`src/rtl/timer_pkg.sv`:
```
// rtl/timer_pkg.sv - shared constants and counter state type for the APB timer
package timer_pkg;

   localparam int CNT_W   = 64;
   localparam int DIV_MAX = 8;

   localparam logic [11:0] TCR_ADDR   = 12'h000;
   localparam logic [11:0] TDR0_ADDR  = 12'h004;
   localparam logic [11:0] TDR1_ADDR  = 12'h008;
   localparam logic [11:0] THCSR_ADDR = 12'h00C;

   typedef enum logic [1:0] {
      IDLE = 2'd0,
      RUN  = 2'd1,
      HALT = 2'd2
   } cnt_state_t;

endpackage

```
`src/rtl/timer_prescaler.sv`:
```
// rtl/timer_prescaler.sv - 2^div_val prescaler producing the counter tick
// pcnt advances only while run is high and is forced to 0 by clear.
module timer_prescaler #(
   parameter int DIV_MAX = timer_pkg::DIV_MAX
) (
   input  logic       clk,
   input  logic       rst_n,
   input  logic       run,
   input  logic       clear,
   input  logic       div_en,
   input  logic [3:0] div_val,
   output logic       tick
);

   logic [DIV_MAX-1:0] pcnt_q, pcnt_d;
   logic [DIV_MAX-1:0] term;
   logic [DIV_MAX:0]   one_hot;

   always_comb begin
      // Terminal count is 2^div_val - 1; one extra bit keeps div_val == DIV_MAX exact.
      one_hot = (DIV_MAX+1)'(1) << div_val;
      term    = DIV_MAX'(one_hot - (DIV_MAX+1)'(1));
      tick    = run && (!div_en || (div_val == 4'd0) || (pcnt_q == term));

      pcnt_d = pcnt_q;
      if (clear) begin
         pcnt_d = '0;
      end else if (tick) begin
         pcnt_d = '0;
      end else if (run) begin
         pcnt_d = pcnt_q + DIV_MAX'(1);
      end
   end

   always_ff @(posedge clk or negedge rst_n) begin
      if (!rst_n) begin
         pcnt_q <= '0;
      end else begin
         pcnt_q <= pcnt_d;
      end
   end

endmodule

```
`src/rtl/timer_counter.sv`:
```
// rtl/timer_counter.sv - 64-bit timer counting stage with byte-lane load and debug halt
// Per-cycle priority is disable-clear, then TDR load, then prescaler tick.
module timer_counter #(
   parameter int CNT_W   = timer_pkg::CNT_W,
   parameter int DIV_MAX = timer_pkg::DIV_MAX
) (
   input  logic             clk,
   input  logic             rst_n,
   input  logic             timer_en,
   input  logic             div_en,
   input  logic [3:0]       div_val,
   input  logic             tdr0_wr_sel,
   input  logic             tdr1_wr_sel,
   input  logic [31:0]      wdata,
   input  logic [3:0]       pstrb,
   input  logic             halt_req,
   input  logic             dbg_mode,
   output logic [CNT_W-1:0] cnt_value,
   output logic             halt_ack,
   output logic             cnt_tick
);

   import timer_pkg::*;

   if (CNT_W != 64) begin : g_cnt_w_check
      $error("timer_counter: CNT_W must be 64");
   end

   cnt_state_t       state_q, state_d;
   logic [CNT_W-1:0] cnt_q, cnt_d;
   logic             tick_q, tick_d;
   logic             ack_q, ack_d;
   logic             halt_hit, run, disable_clr, load, tick;

   assign halt_hit    = halt_req & dbg_mode;
   // Counting is live from the first enabled cycle; HALT freezes from the edge that raises halt_ack.
   assign run         = timer_en && (state_q != HALT);
   assign disable_clr = !timer_en && (state_q != IDLE);
   assign load        = tdr0_wr_sel | tdr1_wr_sel;

   timer_prescaler #(
      .DIV_MAX (DIV_MAX)
   ) u_prescaler (
      .clk     (clk),
      .rst_n   (rst_n),
      .run     (run),
      .clear   (!timer_en),
      .div_en  (div_en),
      .div_val (div_val),
      .tick    (tick)
   );

   always_comb begin
      state_d = state_q;
      case (state_q)
         IDLE:    if (timer_en)  state_d = RUN;
         RUN:     if (halt_hit)  state_d = HALT;
         HALT:    if (!halt_hit) state_d = RUN;
         default: state_d = IDLE;
      endcase
      if (!timer_en) begin
         state_d = IDLE;
      end
   end

   always_comb begin
      cnt_d = cnt_q;
      if (disable_clr) begin
         cnt_d = '0;
      end else if (load) begin
         for (int b = 0; b < 4; b++) begin
            if (tdr0_wr_sel && pstrb[b]) cnt_d[8*b +: 8]      = wdata[8*b +: 8];
            if (tdr1_wr_sel && pstrb[b]) cnt_d[32 + 8*b +: 8] = wdata[8*b +: 8];
         end
      end else if (tick) begin
         cnt_d = cnt_q + CNT_W'(1);
      end
      // A load swallows the coincident tick, so no increment pulse is reported.
      tick_d = tick && !load && !disable_clr;
      ack_d  = halt_hit;
   end

   always_ff @(posedge clk or negedge rst_n) begin
      if (!rst_n) begin
         state_q <= IDLE;
         cnt_q   <= '0;
         tick_q  <= 1'b0;
         ack_q   <= 1'b0;
      end else begin
         state_q <= state_d;
         cnt_q   <= cnt_d;
         tick_q  <= tick_d;
         ack_q   <= ack_d;
      end
   end

   assign cnt_value = cnt_q;
   assign cnt_tick  = tick_q;
   assign halt_ack  = ack_q;

endmodule

```
`config.mk`:
```
export PLATFORM = sky130hd
export DESIGN_NAME = timer_counter
export DESIGN_NICKNAME = d
export VERILOG_FILES = /design/src/rtl/timer_pkg.sv /design/src/rtl/timer_prescaler.sv /design/src/rtl/timer_counter.sv
export SDC_FILE = /design/constraint.sdc
export NUM_CORES = 1
export LEC_CHECK = 0
export BUFFER_PORTS_ARGS = -buffer_cell sky130_fd_sc_hd__buf_2
export CAP_MARGIN = 30
export CORE_ASPECT_RATIO = 1.5
export CORE_MARGIN = 2
export CORE_UTILIZATION = 35
export CTS_CLUSTER_DIAMETER = 60
export DETAILED_ROUTE_END_ITERATION = 16
export PLACE_DENSITY = 0.62
export SLEW_MARGIN = 20
export SYNTH_ARGS = -nofsm -noshare
export SYNTH_HDL_FRONTEND = slang
export SYNTH_SLANG_ARGS = --single-unit
```
`constraint.sdc`:
```
create_clock -name clk -period 2.6 [get_ports clk]
set_input_delay 0.52 -clock clk [delete_from_list [all_inputs] [get_ports clk]]
set_output_delay 0.52 -clock clk [all_outputs]
set_load 0.005 [all_outputs]
```
==> impl_table.tex <==
\begin{tabular}{lr}
\hline
Metric & Value \\
\hline
\multicolumn{2}{l}{\textbf{Routing}} \\
\quad Detailed-route vias per instance & 5.95 \\
\quad Number of DRC violations after detailed-routing iteration 0 & 357 \\
\quad First-pass DRT Iterations & 6 \\
\quad Avg WL per Cell & 19.8 µm \\
\quad Via count & 5,874 \\
\quad Antenna Nets Post-Route & 0 \\
\quad Post-Route WL & 19.6 mm \\
\quad DRC violation count after routing & 0 \\
\multicolumn{2}{l}{\textbf{Clocking}} \\
\quad Num CTS Buffers & 9 \\
\quad H-Tree Depth & 3 \\
\quad Hold bufs inserted after CTS & 0 \\
\quad Clock insertion delay at the later pin of the skew report & 350 ps \\
\quad Number of buffers between clock root and the deepest sink & 2 \\
\quad Root Driver & clkbuf\_16 \\
\quad TritonCTS clock tree & done \\
\quad Clock slew at the register clock pins of the worst setup and hold paths & 60 ps \\
\quad TritonCTS sink count & 76 \\
\multicolumn{2}{l}{\textbf{Flow run}} \\
\quad MaxCap Viol Count & 0 \\
\multicolumn{2}{l}{\textbf{Timing}} \\
\quad Number of failing hold endpoints at the final stage & 0 \\
\quad Highest achievable clock rate & 348 MHz \\
\quad Max-slew headroom & 50.5\% \\
\quad Final Slew Violations & 0 \\
\quad Final worst path period need & 2870 ps \\
\quad Hold WS & 171 ps \\
\quad Portion of the clock cycle consumed by the worst path in the final layout & 111\% \\
\quad Unrepaired setup endpoints after global routing & yes \\
\quad Worst setup skew after layout & 6.56 ps \\
\quad Worst setup margin & -273 ps \\
\quad Count of final setup violators & 70 \\
\quad Slew at the pin with the worst max-slew slack & 738 ps \\
\multicolumn{2}{l}{\textbf{Layout}} \\
\quad Most common cell after layout, fill and taps aside & buf\_2 \\
\quad Most frequent cells in the layout & 109 x buf\_2, 76 x dfrtp\_1, 74 x nand2\_1 \\
\quad Number of filler cells placed in the layout & 1,430 \\
\quad Number of antenna repair diodes & 0 \\
\quad Final \#Nets & 838 \\
\quad Layout cell share with drive strength beyond 1 & 32.6\% \\
\quad Synth-to-layout area growth & 34.7\% \\
\multicolumn{2}{l}{\textbf{Critical path}} \\
\quad Data required, critical path & 2830 ps \\
\quad Worst Path Max Fanout & 6 \\
\quad Crit Reg-Reg Startpoint & cnt\_value[10]\$\_DFFE\_PN0P\_ \\
\quad Worst EP arrival & 3110 ps \\
\quad Worst Reg-to-Reg Cells & 7 \\
\quad Capture point of the worst reg-to-reg path & cnt\_value[49]\$\_DFFE\_PN0P\_ \\
\quad Setup CP Type & in2reg \\
\quad Kind of end point of the critical path & register \\
\quad Startpoint of the worst setup timing path & div\_val[1] \\
\quad Startpoint Class & input port \\
\quad Slack of the worst reg-to-reg path & 110 ps \\
\multicolumn{2}{l}{\textbf{Placement}} \\
\quad Final HPWL from detailed placement & 14.2 mm \\
\quad Port Buffer Count & 113 \\
\quad Final weighted congestion in routability-driven placement & 0.890 \\
\multicolumn{2}{l}{\textbf{Floorplanning}} \\
\quad Total die area & 15,800 µm² \\
\quad Effective utilization at floorplan & 35.6\% \\
\quad Core area & 14,500 µm² \\
\quad Die span in y & 153 µm \\
\quad Standard-cell row count & 54 \\
\quad Horizontal extent of the die & 103 µm \\
\quad Boundary pin count & 114 \\
\multicolumn{2}{l}{\textbf{Global routing}} \\
\quad Vias in the first global route & 5,784 \\
\quad Pin count of the biggest net entering global routing & 44 \\
\quad Antenna violations before repair & 0 \\
\quad Global router's overall resource usage & 24.8\% \\
\quad Global route total overflow & 0 \\
\quad First-pass GRT wire length & 30.7 mm \\
\multicolumn{2}{l}{\textbf{Pwr}} \\
\quad Comb power frac & 26.9\% \\
\quad P per Cell Area & 586 nW/µm² \\
\quad Total power consumption of the routed design & 4.08 mW \\
\quad Peak VDD IR & 330 µV \\
\quad LEAKAGE & 2.96 nW \\
\quad Share of total power consumed by net switching & 33.4\% \\
\quad Power Internal & 2.72 mW \\
\quad Switching power & 1.37 mW \\
\quad Register share of total power & 40.1\% \\
\quad Clock network fraction of total power & 32.9\% \\
\multicolumn{2}{l}{\textbf{Logic synthesis}} \\
\quad Mapped Area & 5170 µm² \\
\quad Post-synthesis average cell area & 8.16 µm² \\
\quad Area share of the largest cell type after synthesis & 36.8\% \\
\quad Share of async-settable or async-resettable flops after synthesis & 100\% \\
\quad Distinct cell type count of the synthesized netlist & 58 \\
\quad Yosys Warn Count & 0 \\
\quad Cell count after synthesis & 633 \\
\quad Post-synth net total & 684 \\
\quad Largest cells by area after synthesis & dfrtp\_1 37\%, o21ai\_0 6.8\%, a21oi\_1 6.0\%, nand2\_1 5.5\%, a32o\_1 4.5\% \\
\quad Dominant register cell in the synthesized netlist & dfrtp\_1 \\
\quad Cell type with the highest aggregate area in the netlist & dfrtp\_1 \\
\quad Sequential cell area fraction in the yosys report & 36.8\% \\
\quad Number of flops mapped to enable cells by yosys & 0 \\
\quad FF+latch count, synth & 76 \\
\multicolumn{2}{l}{\textbf{Min path}} \\
\quad Worst hold path type & in2async \\
\multicolumn{2}{l}{\textbf{Status}} \\
\quad Violations in the final reports & setup timing \\
\quad Result of the run & finished with violations \\
\hline
\end{tabular}
[sequential cells by signal, summed over array words and instances, names as in the netlist]
name	flops
cnt_value	64
u_prescaler.pcnt_q	8
state_q	2
cnt_tick	1
halt_ack	1
[logic make-up (layout without fill, tap and decap cells)]
group / count (synthesis) / in the layout / synth area share [%]
simple gates: 258 / 258 / 24.7
mux: 1 / 1 / 0.218
xor+xnor: 8 / 8 / 1.36
fa+ha+maj: 4 / 4 / 0.920
buf+inv: 43 / 198 / 3.95
compound gates: 243 / 246 / 32.0
flops: 76 / 76 / 36.8
[cells in the mapped netlist (8+ instances only)]
library cell	number
dfrtp_1	76
nand2_1	76
o21ai_0	70
a21oi_1	62
nor2_1	52
nand3_1	43
clkbuf_1	28
a32o_1	23
and3_1	20
nor3_1	14
o31ai_1	12
nand4_1	11
o2bb2ai_1	10
or3_1	9
a31oi_1	8
[final cells by class]
class / count / area (µm²) / share of cell area (%)
flip-flops and latches: 76 / 1900 / 27.3
clock inverters: 5 / 77.6 / 1.11
well taps: 196 / 245 / 3.52
multi-input cells: 517 / 3310 / 47.5
repair buffers: 176 / 1180 / 16.9
inverters: 7 / 26.3 / 0.377
clock buffers: 10 / 229 / 3.29
[worst max-delay path: stages]
cell	delay (ps)
buf_8	100
or4_4	550
ha_4	200
and2_4	160
o211ai_1	180
a211oi_2	140
o41a_4	600
o21ai_4	220
buf_12	140
o21ai_0	70
a32o_1	220
[routing by layer]
| metal | global-route usage, % | wire [µm] |
|---|---|---|
| met4 | 12.7 | 958 |
| met3 | 3.16 | 1030 |
| met1 | 30.5 | 7670 |
| met2 | 41.8 | 9930 |
| met5 | 0 | 0 |
[worst max-delay path by stage]
stage                                 to  slack (ps)  depth (start not counted)
6_report       cnt_value[20]$_DFFE_PN0P_        -270                         11
5_1_grt        cnt_value[20]$_DFFE_PN0P_        -330                         11
4_1_cts        cnt_value[20]$_DFFE_PN0P_        -250                         11
3_5_place_dp   cnt_value[34]$_DFFE_PN0P_        -640                         10
3_3_place_gp   cnt_value[38]$_DFFE_PN0P_        -580                         10
2_1_floorplan  cnt_value[39]$_DFFE_PN0P_        -480                         11
[power groups by stage]
| stage | Combinational [mW] | Clock (mW) | Sequential, mW |
|---|---|---|---|
| 2_1_floorplan | 0.498 | 0 | 1.61 |
| 3_3_place_gp | 0.980 | 0 | 1.63 |
| 3_5_place_dp | 1.00 | 0 | 1.64 |
| 4_1_cts | 1.08 | 1.35 | 1.63 |
| 5_1_grt | 1.20 | 1.41 | 1.66 |
| 6_report | 1.10 | 1.34 | 1.64 |
[metrics by stage]
step / TNS (ps) / area, µm² / util [%] / setup slack [ps] / cells
3_5_place_dp: -38820 / 6380 / 43.9 / -643 / 964
3_3_place_gp: -35050 / 6380 / 43.9 / -579 / 964
2_1_floorplan: -25980 / 5270 / - / -485 / 633
5_1_grt: -17050 / 6960 / 47.9 / -333 / 987
6_report: -11370 / 6960 / 47.9 / -273 / 987
4_1_cts: -10390 / 6920 / 47.6 / -253 / 987
[what timing repair did]
action / 4_1_cts / 5_1_grt
buffers inserted: 5 / 0
endpoints found under the setup margin: 68 / 71
gates resized for setup: 53 / 14
pin swaps: 17 / 6
gates cloned: 4 / 0
Note: power is estimated with default switching activity, not from simulation.
